[src/rtl/ram_arbiter.sv]
// Round-robin arbiter and sequencer that lets two requesters share the single-port 1024x8 RAM.
// Commands are accepted with a valid/ready handshake and answered with a one-cycle response pulse.
module ram_arbiter #(
  parameter int unsigned ADDR_W = 10,
  parameter int unsigned DATA_W = 8
) (
  input  logic              clk,
  input  logic              rst_n,

  input  logic              req_valid_0,
  input  logic              req_we_0,
  input  logic [ADDR_W-1:0] req_addr_0,
  input  logic [DATA_W-1:0] req_wdata_0,
  output logic              req_ready_0,
  output logic              rsp_valid_0,

  input  logic              req_valid_1,
  input  logic              req_we_1,
  input  logic [ADDR_W-1:0] req_addr_1,
  input  logic [DATA_W-1:0] req_wdata_1,
  output logic              req_ready_1,
  output logic              rsp_valid_1,

  output logic [DATA_W-1:0] rsp_rdata,
  output logic              busy,

  output logic              ram_write_enable,
  output logic [ADDR_W-1:0] ram_address,
  output logic [DATA_W-1:0] ram_data_in,
  input  logic [DATA_W-1:0] ram_data_out
);

  localparam logic [1:0] StIdle     = 2'd0;
  localparam logic [1:0] StIssue    = 2'd1;
  localparam logic [1:0] StReadWait = 2'd2;

  logic [1:0]        state_q, state_d;
  logic              prio_q, prio_d;
  logic              win_q, win_d;
  logic              wr_q, wr_d;
  logic              ram_we_q, ram_we_d;
  logic [ADDR_W-1:0] ram_addr_q, ram_addr_d;
  logic [DATA_W-1:0] ram_wdata_q, ram_wdata_d;
  logic [DATA_W-1:0] rdata_q, rdata_d;
  logic              rsp0_q, rsp0_d;
  logic              rsp1_q, rsp1_d;

  logic idle;
  logic grant0;
  logic grant1;

  assign idle = (state_q == StIdle);

  // prio_q = 1 means requester 1 wins a tie.
  assign grant0 = req_valid_0 & (~req_valid_1 | ~prio_q);
  assign grant1 = req_valid_1 & ~grant0;

  always_comb begin
    state_d     = state_q;
    prio_d      = prio_q;
    win_d       = win_q;
    wr_d        = wr_q;
    ram_we_d    = 1'b0;
    ram_addr_d  = ram_addr_q;
    ram_wdata_d = ram_wdata_q;
    rdata_d     = rdata_q;
    rsp0_d      = 1'b0;
    rsp1_d      = 1'b0;

    case (state_q)
      StIdle: begin
        if (grant0 || grant1) begin
          win_d       = grant1;
          wr_d        = grant1 ? req_we_1 : req_we_0;
          ram_we_d    = grant1 ? req_we_1 : req_we_0;
          ram_addr_d  = grant1 ? req_addr_1 : req_addr_0;
          ram_wdata_d = grant1 ? req_wdata_1 : req_wdata_0;
          prio_d      = grant0;
          state_d     = StIssue;
        end
      end
      StIssue: begin
        if (wr_q) begin
          rsp0_d  = ~win_q;
          rsp1_d  = win_q;
          state_d = StIdle;
        end else begin
          state_d = StReadWait;
        end
      end
      StReadWait: begin
        rdata_d = ram_data_out;
        rsp0_d  = ~win_q;
        rsp1_d  = win_q;
        state_d = StIdle;
      end
      default: begin
        state_d = StIdle;
      end
    endcase
  end

  always_ff @(posedge clk or negedge rst_n) begin
    if (!rst_n) begin
      state_q     <= StIdle;
      prio_q      <= 1'b0;
      win_q       <= 1'b0;
      wr_q        <= 1'b0;
      ram_we_q    <= 1'b0;
      ram_addr_q  <= '0;
      ram_wdata_q <= '0;
      rdata_q     <= '0;
      rsp0_q      <= 1'b0;
      rsp1_q      <= 1'b0;
    end else begin
      state_q     <= state_d;
      prio_q      <= prio_d;
      win_q       <= win_d;
      wr_q        <= wr_d;
      ram_we_q    <= ram_we_d;
      ram_addr_q  <= ram_addr_d;
      ram_wdata_q <= ram_wdata_d;
      rdata_q     <= rdata_d;
      rsp0_q      <= rsp0_d;
      rsp1_q      <= rsp1_d;
    end
  end

  // Ready is gated by reset so every output reads 0 while rst_n is low.
  assign req_ready_0      = rst_n & idle & grant0;
  assign req_ready_1      = rst_n & idle & grant1;
  assign rsp_valid_0      = rsp0_q;
  assign rsp_valid_1      = rsp1_q;
  assign rsp_rdata        = rdata_q;
  assign busy             = ~idle;
  assign ram_write_enable = ram_we_q;
  assign ram_address      = ram_addr_q;
  assign ram_data_in      = ram_wdata_q;

endmodule

[config.mk]
export PLATFORM = sky130hd
export DESIGN_NAME = ram_arbiter
export DESIGN_NICKNAME = d
export VERILOG_FILES = /design/src/rtl/ram_arbiter.sv
export SDC_FILE = /design/constraint.sdc
export NUM_CORES = 1
export LEC_CHECK = 0
export CAP_MARGIN = 20
export CORE_AREA = 4 4 67 69
export DETAILED_ROUTE_END_ITERATION = 7
export DIE_AREA = 0 0 71 73
export GPL_TIMING_DRIVEN = 0
export PLACE_DENSITY = 0.95
export SYNTH_ARGS = -nofsm -noshare
export SYNTH_HDL_FRONTEND = slang
export SYNTH_SLANG_ARGS = --single-unit
[constraint.sdc]
create_clock -name clk -period 2.3 [get_ports clk]
set_input_delay 0.46 -clock clk [delete_from_list [all_inputs] [get_ports clk]]
set_output_delay 0.46 -clock clk [all_outputs]
set_load 0.01 [all_outputs]
==> results.cfg <==
[run_status]
status = complete, no violations

[finish]
num-nets-final = 301
syn2layout_area_growth_pct = 57.6
n_antenna_cell = 0
layout_cells_sized_above_1_pct = 9.64
final_non_filler_cells = 299
fillCellCount = 328

[cts]
cts_root_buf = sky130_fd_sc_hd__clkbuf_8
clk_pin_slew_ns = 0.07
insertion_delay_ns = 0.28
hold_buffers = 0
postCtsSetupBuffers = 0
h-tree-depth = 2
clock_tree_from_tritoncts = built
cts_buffer_count = 5
clockBufferDepth = 2
tritoncts_num_sinks = 34

[global_routing]
grt_antenna_before_repair = 0
vias_in_the_first_global_route = 1569
grt_usage_pct = 17.9
first_pass_grt_wire_length_mm = 7.44
maximum_number_of_pins_on_one_net_before_global_route_repair = 36
grt_overflow_total = 0

[timing]
final-setup-viol-count = 0
max_clock_freq_mhz = 470
final_critical_path_share_of_the_clock_period_pct = 92.6
report.final.hold_viol_count = 0
relSlewSlack_pct = 70.4
finalMaxSlewViolations = 0
final_critical_path_setup_slack_ns = 0.170
unrepaired_setup_endpoints_after_global_routing = false
timing.final.crit_period_ns = 2.13
skew_ns = 0.00535
worst-slew-pin-transition_ns = 0.445

[worst_setup_path]
cpLargestDelayFamily = buffers and inverters
r2r_start = state_q[0]$_DFFE_PN0P_
worst-endpoint-arrival_ns = 1.67
endpoint_kind = output port
cp_max_fo = 10
crit_path_required_time_ns = 1.84
worst_path_largest_cell_delay_ns = 0.53
cp_num_buf_inv = 4
crit_path_start_kind = flip-flop
worstPathCellList = inv_1 -> ha_1 -> buf_4 -> inv_2 -> clkdlybuf4s50_1
crit_cells = 5
r2r.worst_path.cells = 8
reg2reg_to = ram_address[3]$_DFFE_PN0P_
critical_path.slowest_cell = sky130_fd_sc_hd__clkdlybuf4s50_1
timing.reg2reg.setup_slack_ns = 0.76
timing.setup.critical_path_class = reg2out

[yosys]
synth_commonest_cells = sky130_fd_sc_hd__dfrtp_1 (34), sky130_fd_sc_hd__a21oi_1 (21), sky130_fd_sc_hd__nor2_1 (21)
synthMostInstantiatedCell = sky130_fd_sc_hd__dfrtp_1
yosys_register_bits = 34
synth.yosys.warnings = 0
syn-num-nets = 215
netlist_area_mm2 = 0.00163
postSynthAreaPerCell_um2 = 10.1
synthDominantAreaCellType = sky130_fd_sc_hd__dfrtp_1
synth_sequential_area_ratio_pct = 52.2
yosysUniqueCellTypes = 23
yosys.area.top_type_share_pct = 52.2
netlist_instances = 162
number_of_enable_flip_flop_cells_after_synthesis = 0
synthArstFlopShare_pct = 100
synth-main-ff-cell = sky130_fd_sc_hd__dfrtp_1
synth_area_leaders = sky130_fd_sc_hd__dfrtp_1 (52%), sky130_fd_sc_hd__a31oi_1 (7.3%), sky130_fd_sc_hd__a21oi_1 (6.4%)

[power]
vdd_ir_drop_max_mv = 0.518
p_sw_w = 0.00109
internal_power_w = 0.00200
sequential_power_share_pct = 33.7
p_per_area_mw_per_mm2 = 1200
combPwrFrac_pct = 51.9
clock_power_share_pct = 14.3
leakage_power_figure_nw = 1.08
switching_share_pct = 35.4

[floorplan]
fp.dieArea_mm2 = 0.00518
die_width_um = 71
dieHeight_um = 73
initial_utilization_pct = 41.7
fp-row-count = 23
core_region_area_mm2 = 0.00391
io_count = 82

[placement]
gpl.final_weighted_congestion = 0.815
dp_hpwl_mm = 3.43
dp_slack_ns = -0.109
placedCellCount = 291
numPortBuffers = 79

[route]
drt_first_iter_violations = 96
routed_wirelength_mm = 4.58
drt-wirelength-per-cell_um = 15.3
vias_per_cell = 5.17
drtPass1Iterations = 4
detail-route-antenna-nets = 0
route.detailed.drc = 0
route.vias.total = 1546

[job]
timing.max_cap.violations = 0

[hold_path]
hp-class = in2async
-- final cells by class --
class	instances	area, µm²	area share [%]
Sequential cell	34	851	33.1
Tap cell	50	62.6	2.43
Multi-Input combinational cell	111	651	25.3
Buffer	13	114	4.43
Clock inverter	1	5.00	0.195
Clock buffer	7	86.3	3.36
Inverter	4	15.0	0.584
Timing Repair Buffer	79	786	30.6
-- power groups by stage --
stage | logic, W | registers (W) | clock network, W
final | 0.00161 | 0.00104 | 0.000442
after global routing | 0.00174 | 0.00108 | 0.000479
after CTS | 0.00162 | 0.00104 | 0.000459
after detailed placement | 0.00161 | 0.00106 | 0
after global placement | 0.00156 | 0.00103 | 0
after floorplan | 0.000695 | 0.00116 | 0
-- registers in the layout, summed over array words and instances (netlist names) --
name and cells:
ram_address 10, win_q 1, state_q 2, rsp_valid_0 1, ram_write_enable 1, rsp_rdata 8
rsp_valid_1 1, wr_q 1, prio_q 1, ram_data_in 8
-- worst max path at each step --
stage | startpoint | to | slack (ns)
6_report | state_q[0]$_DFFE_PN0P_ | busy | 0.17
5_1_grt | state_q[0]$_DFFE_PN0P_ | busy | 0.1
2_1_floorplan | req_valid_0 | req_ready_1 | 0.80
3_5_place_dp | rst_n | req_ready_1 | -0.11
3_3_place_gp | rst_n | req_ready_1 | -1.10
4_1_cts | state_q[0]$_DFFE_PN0P_ | busy | 0.16
-- placed cells by master (no fill, tap or decap), drive strengths merged --
master         synthesis  routed
a21oi                 21      21
a31oi                 19      19
and2b                  1       1
and3b                  1       1
buf                   13      14
clkbuf                 0       7
clkdlybuf4s50          0      76
clkinv                 0       1
dfrtp                 34      34
dlygate4sd2            0       2
ha                     3       3
inv                    4       4
mux2                   8       8
mux2i                  1       1
nand2                  9       9
nand2b                 2       2
nand4                  1       1
nor2                  21      21
nor3b                  1       1
o211ai                 1       1
o21a                   1       1
o21ai                 21      21
-- metal layers --
layer | track usage, % | vias to the layer above | wire, µm
met5 | 0 | - | 0
met4 | 5.64 | 0 | 51
met3 | 4.82 | 9 | 312
met2 | 30.2 | 57 | 2300
met1 | 22.6 | 739 | 1910
li1 | - | 741 | -
-- logic make-up (layout without fill, tap and decap cells) --
family	after synthesis	count (layout)	share of synthesized area (%)
adder cells (fa/ha/maj)	3	3	2.30
flip-flops	34	34	52.2
buffers and inverters	17	104	7.90
AO/OA/AOI/OAI	63	63	21.8
multiplexers	9	9	6.14
AND/OR/NAND/NOR	36	36	9.67
-- through the flow --
stage	hold slack, ns	instance area [µm²]	TNS [ns]	power (W)	utilization (%)
6_report	0.129	2570	0	0.00309	65.7
4_1_cts	0.133	2570	0	0.00312	65.7
5_1_grt	0.157	2570	0	0.00330	65.7
2_1_floorplan	0.164	1630	0	0.00185	-
3_5_place_dp	0.460	2480	-0.211	0.00267	63.3
3_3_place_gp	0.456	2480	-2.21	0.00259	63.5
-- repair_timing --
action,4_1_cts,5_1_grt
hold endpoints to repair,0,0
setup endpoints to repair,2,0
gates resized for setup,3,0
Power figures use the tool's default switching activity.
